===== src/rtl/msi_pkg.sv =====
// Shared MSI protocol definitions: line states, directory message/command codes, controller states.
// The directory side imports this package as well.
package msi_pkg;

    localparam int unsigned NUM_LINES = 4;

    typedef enum logic [2:0] {
        ST_EMPTY = 3'b000,
        ST_I     = 3'b001,
        ST_S     = 3'b010,
        ST_M     = 3'b011
    } lineState_t;

    localparam logic [2:0] MSG_RDMISS   = 3'b001;
    localparam logic [2:0] MSG_WRMISS   = 3'b010;
    localparam logic [2:0] MSG_INV      = 3'b011;
    localparam logic [2:0] MSG_WB       = 3'b100;

    localparam logic [2:0] CMD_INV      = 3'b001;
    localparam logic [2:0] CMD_FETCH    = 3'b010;
    localparam logic [2:0] CMD_FETCHINV = 3'b011;

    typedef enum logic [2:0] {
        IDLE   = 3'd0,
        LOOKUP = 3'd1,
        EVICT  = 3'd2,
        REQ    = 3'd3,
        WAIT   = 3'd4,
        CMD    = 3'd5
    } ctrlState_t;

    function automatic logic lineValid(input logic [2:0] st);
        return (st == ST_S) || (st == ST_M);
    endfunction

endpackage


===== src/rtl/msi_line_array.sv =====
// Four-entry {state, tag, data} store: combinational lookup port, one synchronous write port.
module msi_line_array #(
    parameter int unsigned LINES = 4
) (
    input  logic       Clock,
    input  logic       Resetn,
    input  logic [1:0] lkIdx,
    output logic [2:0] lkState,
    output logic [1:0] lkTag,
    output logic [3:0] lkData,
    input  logic       wrEn,
    input  logic [1:0] wrIdx,
    input  logic [2:0] wrState,
    input  logic [1:0] wrTag,
    input  logic [3:0] wrData
);
    import msi_pkg::*;

    logic [2:0] stateMem [LINES];
    logic [1:0] tagMem   [LINES];
    logic [3:0] dataMem  [LINES];

    always_ff @(posedge Clock or negedge Resetn) begin
        if (!Resetn) begin
            for (int unsigned i = 0; i < LINES; i++) begin
                stateMem[i] <= ST_I;
                tagMem[i]   <= '0;
                dataMem[i]  <= '0;
            end
        end else if (wrEn) begin
            stateMem[wrIdx] <= wrState;
            tagMem[wrIdx]   <= wrTag;
            dataMem[wrIdx]  <= wrData;
        end
    end

    assign lkState = stateMem[lkIdx];
    assign lkTag   = tagMem[lkIdx];
    assign lkData  = dataMem[lkIdx];

endmodule


===== src/rtl/msi_cache_node.sv =====
// L1 cache controller, requester end of the MSI directory protocol (4-line direct-mapped).
module msi_cache_node #(
    parameter logic [1:0]  NODE_ID = 2'b00,
    parameter int unsigned LINES   = 4
) (
    input  logic       Clock,
    input  logic       Resetn,
    input  logic       cpu_valid,
    output logic       cpu_ready,
    input  logic       cpu_write,
    input  logic [3:0] cpu_addr,
    input  logic [3:0] cpu_wdata,
    output logic       cpu_done,
    output logic       cpu_hit,
    output logic [3:0] cpu_rdata,
    output logic       req_valid,
    input  logic       req_ready,
    output logic [2:0] req_type,
    output logic [3:0] req_addr,
    output logic [3:0] req_data,
    output logic [1:0] req_proc,
    input  logic       rep_valid,
    input  logic [3:0] rep_data,
    input  logic       cmd_valid,
    output logic       cmd_ready,
    input  logic [2:0] cmd_type,
    input  logic [3:0] cmd_addr,
    output logic       ack_valid,
    output logic       ack_has_data,
    output logic [3:0] ack_data
);
    import msi_pkg::*;

    ctrlState_t state, nextState;
    logic       live;
    logic       reqWrite;
    logic [3:0] reqAddr, reqWdata;
    logic [2:0] reqMsg, msgNxt;
    logic       repHeld;
    logic [3:0] repHeldData, fillData;

    logic [1:0] lkIdx, lkTag, wrIdx, wrTag;
    logic [2:0] lkState, wrState;
    logic [3:0] lkData, wrData;
    logic       wrEn;

    logic       latchReq, cmdFire, doFill, holdRep;
    logic       doneNxt, hitNxt, ackNxt, ackHasNxt;
    logic [3:0] rdataNxt, ackDataNxt;

    msi_line_array #(.LINES(LINES)) uLines (
        .Clock   (Clock),
        .Resetn  (Resetn),
        .lkIdx   (lkIdx),
        .lkState (lkState),
        .lkTag   (lkTag),
        .lkData  (lkData),
        .wrEn    (wrEn),
        .wrIdx   (wrIdx),
        .wrState (wrState),
        .wrTag   (wrTag),
        .wrData  (wrData)
    );

    // A reply that collides with a command is parked and installed the following cycle,
    // so the single write port applies the command first and the fill second.
    assign cmdFire  = cmd_valid && ((state == CMD) || ((state == WAIT) && !repHeld));
    assign lkIdx    = cmdFire ? cmd_addr[1:0] : reqAddr[1:0];
    assign fillData = repHeld ? repHeldData : rep_data;
    assign req_proc = NODE_ID;

    always_ff @(posedge Clock or negedge Resetn) begin
        if (!Resetn) state <= IDLE;
        else         state <= nextState;
    end

    always_comb begin
        nextState  = state;
        cpu_ready  = 1'b0;
        cmd_ready  = 1'b0;
        req_valid  = 1'b0;
        req_type   = '0;
        req_addr   = '0;
        req_data   = '0;
        wrEn       = 1'b0;
        wrIdx      = reqAddr[1:0];
        wrState    = lkState;
        wrTag      = lkTag;
        wrData     = lkData;
        msgNxt     = reqMsg;
        latchReq   = 1'b0;
        doFill     = 1'b0;
        holdRep    = 1'b0;
        doneNxt    = 1'b0;
        hitNxt     = 1'b0;
        rdataNxt   = '0;
        ackNxt     = 1'b0;
        ackHasNxt  = 1'b0;
        ackDataNxt = '0;

        case (state)
            IDLE: if (live) begin
                if (cmd_valid) begin
                    nextState = CMD;
                end else begin
                    cpu_ready = 1'b1;
                    if (cpu_valid) begin
                        latchReq  = 1'b1;
                        nextState = LOOKUP;
                    end
                end
            end
            LOOKUP: begin
                if (lineValid(lkState) && (lkTag == reqAddr[3:2])) begin
                    if (!reqWrite) begin
                        doneNxt   = 1'b1;
                        hitNxt    = 1'b1;
                        rdataNxt  = lkData;
                        nextState = IDLE;
                    end else if (lkState == ST_M) begin
                        doneNxt   = 1'b1;
                        hitNxt    = 1'b1;
                        wrEn      = 1'b1;
                        wrData    = reqWdata;
                        nextState = IDLE;
                    end else begin
                        msgNxt    = MSG_INV;
                        nextState = REQ;
                    end
                end else begin
                    msgNxt    = reqWrite ? MSG_WRMISS : MSG_RDMISS;
                    nextState = (lkState == ST_M) ? EVICT : REQ;
                end
            end
            EVICT: begin
                req_valid = 1'b1;
                req_type  = MSG_WB;
                req_addr  = {lkTag, reqAddr[1:0]};
                req_data  = lkData;
                if (req_ready) begin
                    wrEn      = 1'b1;
                    wrState   = ST_I;
                    nextState = REQ;
                end
            end
            REQ: begin
                req_valid = 1'b1;
                req_type  = reqMsg;
                req_addr  = reqAddr;
                if (req_ready) nextState = WAIT;
            end
            WAIT: begin
                if (repHeld)        doFill  = 1'b1;
                else if (cmd_valid) holdRep = rep_valid;
                else if (rep_valid) doFill  = 1'b1;
            end
            CMD:     nextState = IDLE;
            default: nextState = IDLE;
        endcase

        if (cmdFire) begin
            cmd_ready = 1'b1;
            ackNxt    = 1'b1;
            wrIdx     = cmd_addr[1:0];
            if (lineValid(lkState) && (lkTag == cmd_addr[3:2])) begin
                case (cmd_type)
                    CMD_INV: begin
                        wrEn    = 1'b1;
                        wrState = ST_I;
                    end
                    CMD_FETCH: if (lkState == ST_M) begin
                        wrEn       = 1'b1;
                        wrState    = ST_S;
                        ackHasNxt  = 1'b1;
                        ackDataNxt = lkData;
                    end
                    CMD_FETCHINV: begin
                        wrEn       = 1'b1;
                        wrState    = ST_I;
                        ackHasNxt  = (lkState == ST_M);
                        ackDataNxt = (lkState == ST_M) ? lkData : '0;
                    end
                    default: ;
                endcase
            end
        end

        if (doFill) begin
            wrEn      = 1'b1;
            wrIdx     = reqAddr[1:0];
            wrTag     = reqAddr[3:2];
            doneNxt   = 1'b1;
            nextState = IDLE;
            if (reqMsg == MSG_RDMISS) begin
                wrState  = ST_S;
                wrData   = fillData;
                rdataNxt = fillData;
            end else begin
                wrState  = ST_M;
                wrData   = reqWdata;
            end
        end
    end

    always_ff @(posedge Clock or negedge Resetn) begin
        if (!Resetn) begin
            live         <= 1'b0;
            reqWrite     <= 1'b0;
            reqAddr      <= '0;
            reqWdata     <= '0;
            reqMsg       <= '0;
            repHeld      <= 1'b0;
            repHeldData  <= '0;
            cpu_done     <= 1'b0;
            cpu_hit      <= 1'b0;
            cpu_rdata    <= '0;
            ack_valid    <= 1'b0;
            ack_has_data <= 1'b0;
            ack_data     <= '0;
        end else begin
            live <= 1'b1;
            if (latchReq) begin
                reqWrite <= cpu_write;
                reqAddr  <= cpu_addr;
                reqWdata <= cpu_wdata;
            end
            reqMsg <= msgNxt;
            if (holdRep) begin
                repHeld     <= 1'b1;
                repHeldData <= rep_data;
            end else if (doFill) begin
                repHeld     <= 1'b0;
            end
            cpu_done     <= doneNxt;
            cpu_hit      <= hitNxt;
            cpu_rdata    <= rdataNxt;
            ack_valid    <= ackNxt;
            ack_has_data <= ackHasNxt;
            ack_data     <= ackDataNxt;
        end
    end

endmodule


===== config.mk =====
export PLATFORM = sky130hd
export DESIGN_NAME = msi_cache_node
export DESIGN_NICKNAME = d
export VERILOG_FILES = /design/src/rtl/msi_pkg.sv /design/src/rtl/msi_line_array.sv /design/src/rtl/msi_cache_node.sv
export SDC_FILE = /design/constraint.sdc
export NUM_CORES = 1
export LEC_CHECK = 0
export CORE_AREA = 2 2 126 128
export DETAILED_ROUTE_END_ITERATION = 16
export DIE_AREA = 0 0 128 130
export PLACE_DENSITY = 0.39
export SLEW_MARGIN = 10
export SYNTH_ARGS = -nofsm -noshare
export SYNTH_HDL_FRONTEND = slang
export SYNTH_SLANG_ARGS = --single-unit

===== constraint.sdc =====
create_clock -name Clock -period 5.88 [get_ports Clock]
set_input_delay 1.176 -clock Clock [delete_from_list [all_inputs] [get_ports Clock]]
set_output_delay 1.176 -clock Clock [all_outputs]
set_load 0.005 [all_outputs]

==> out/results.txt <==
Dominant cells by area after synthesis: dfrtp_1 (41%), mux2i_1 (5.7%), mux2_2 (5.2%)
Synth top area share: 41.2%
FP Rows: 46
CP arrival: 4250 ps
Largest area contributor in the netlist: dfrtp_1
Initial Util: 25.2%
TNS Setup: 0 ps
GR Overflow Total: 0
Setup crit start: cmd_valid
Total CTS buffers: 9
NetSw: 1.05 mW
Logic pwr share: 48.5%
Sw frac: 39.9%
Clock root buffer: clkbuf_16
Largest net degree at the start of global routing: 69
CTS tree: yes
Vias in the first global route: 2,977
Clock latency on the worst-skew pair: 340 ps
Wirelength per Cell: 18.8 um
Max_cap viols: 0
Worst Setup EP: req_data[3]
FF+latch count, synth: 68
RD Place Congestion: 0.814
Async SR Flop Fraction: 100%
FMAX: 184 MHz
First-pass DRT Iterations: 4
Routed Wire Length: 11,100 um
Kind of critical path: in -> out
Register area share after synthesis: 43.9%
Library cells used by synthesis: 72
Synthesized area: 3890 sq um
Setup bufs post-CTS: 0
Core Util, Final: 31.9%
Initial antenna violation count: 0
Num Clock Sinks: 68
Int Pwr: 1.58 mW
Sequential power share: 29.8%
Static Leak: 2.07 nW
Synth Flop Type: dfrtp_1
Bufs on Longest Clock Path: 2
WHS Path Cells: 1
Post-CTS resize count: 0
Required @ worst endpoint: 4700 ps
Layout area overhead: 26.4%
Nature of the critical path endpoint: output port
H-tree depth: 3
Post-DP HPWL: 8200 um
Rel. slew slack: 31.1%
Setup violators final: 0
Via count: 2,747
Number of flops mapped to enable cells by yosys: 0
Initial drt markers: 106
Final critical-path required period: 5430 ps
Register-to-register path setup slack: 1740 ps
Worst R2R Path Depth: 9
Via density: 4.66
Layout Skew: 12.0 ps
N_diodes: 0
Clock network power share: 21.7%
Io pins: 54
Post-cts hold buffer count: 0
Die Wd: 128 um
Mean post-synth cell area: 11.6 sq um
RSZ-0062 raised after global routing: false
Layout cells sized above 1: 23.4%
Type of origin of the critical path: input port
Overall Global Routing Usage: 14.4%
# placed instances: 574
# DRC: 0
Final Max Slew Viols: 0
Total power draw: 2.63 mW
CP max FO: 12
CTS clock-pin slew for the worst setup and hold paths: 60 ps
Post-route insts no fill: 590
First-pass GRT wire length: 17,700 um
Period utilisation layout: 92.3%
Nets@finish: 419
Worst Max-Slew Pin Slew: 1030 ps
Placeable core area: 15,400 sq um
RR Endpoint: uLines.stateMem[6]
Antenna viol nets, final: 0
Die area: 16,600 sq um
Final Hold Fails: 0
HP Class: reg -> reg
Synth warn: 0
Die height: 130 um
Port buffer count: 51
PwrDens: 534 nW/um^2
Critical R2R Launch: state[0]
VDD IR max: 158 uV
Post-Syn Instances: 335
Status: finished clean
[Yosys cell counts (5+ instances only)]
cell type   n
a21oi_1     5
dfrtp_1    64
inv_1      23
mux2_2     18
mux2_4     12
mux2i_1    22
nand2_1    33
nand2b_1    7
nor2_1     15
nor2b_1     8
o21ai_0    14
o22ai_1     5
[worst min path at each step]
| stage | start | end | slack [ps] |
|---|---|---|---|
| 3_5_place_dp | uLines.tagMem[7] | uLines.tagMem[7] | 490 |
| 6_report | uLines.stateMem[2] | uLines.stateMem[2] | 510 |
| 3_3_place_gp | repHeldData[0] | repHeldData[0] | 490 |
| 5_1_grt | repHeldData[3] | repHeldData[3] | 530 |
| 4_1_cts | uLines.stateMem[2] | uLines.stateMem[2] | 510 |
| 2_1_floorplan | uLines.stateMem[2] | uLines.stateMem[2] | 470 |
[power groups by stage]
stage / logic [mW] / clock network (mW) / registers [mW]
2_1_floorplan: 0.979 / 0 / 0.711
3_3_place_gp: 1.28 / 0 / 0.792
3_5_place_dp: 1.29 / 0 / 0.790
4_1_cts: 1.30 / 0.587 / 0.783
5_1_grt: 1.40 / 0.605 / 0.810
6_report: 1.28 / 0.569 / 0.783
[layer usage]
metal | up-vias | share of wire (%) | GRT usage [%]
li1 | 1314 | - | -
met1 | 1359 | 48 | 18.9
met2 | 66 | 47 | 23.4
met3 | 8 | 4.3 | 4.63
met4 | 0 | 1.1 | 3.10
met5 | - | 0 | 0
[cell usage in the layout, fill, tap and decap left out, drive strengths merged, types with 7 or more instances in the layout]
master,synthesis,final
nand2,33,33
nand2b,8,8
o21ai,18,18
nor2,15,15
dfrtp,64,64
inv,23,23
buf,8,7
mux2,30,30
clkdlybuf4s50,0,50
nor2b,9,9
clkbuf,3,13
mux2i,22,22
[cell type report]
class / count / area [sq um]
multi-input cells: 234 / 2020
flip-flops and latches: 68 / 1710
fillers: 1561 / 10500
inverters: 23 / 86.3
clock buffers: 13 / 270
clock inverters: 3 / 45.0
well taps: 192 / 240
repair buffers: 57 / 551
[cells by family (layout without fill, tap and decap cells)]
family	Yosys count	in the layout	synth area share, %
mux	54	54	16.7
flops	68	68	43.9
other cells	2	3	0.193
buf+inv	34	96	4.31
compound gates	72	72	17.1
xor+xnor	6	6	2.70
simple gates	99	99	15.2
[sequential cells by signal, indices dropped and copies added, names as in the netlist, 2 cells and up]
signal           count
ack_data             4
cpu_rdata            4
repHeldData          4
state                3
reqMsg               2
reqAddr              4
uLines.tagMem        8
uLines.stateMem     12
uLines.dataMem      16
reqWdata             4
[per-stage QoR]
step / hold WS [ps] / setup WS, ps / instance area [sq um]
final: 505 / 454 / 4920
after global routing: 531 / 155 / 4920
after CTS: 512 / 433 / 4920
after detailed placement: 493 / 444 / 4600
after global placement: 492 / 560 / 4600
after floorplan: 474 / 2170 / 3890
[critical path: stages]
cell,delay [ps]
clkdlybuf4s50_1,620
and3b_4,290
a21boi_1,140
nor2_1,820
o21ai_0,230
o21ai_0,420
nor2_1,80
clkdlybuf4s50_1,460
(Power assumes the default switching activity.)
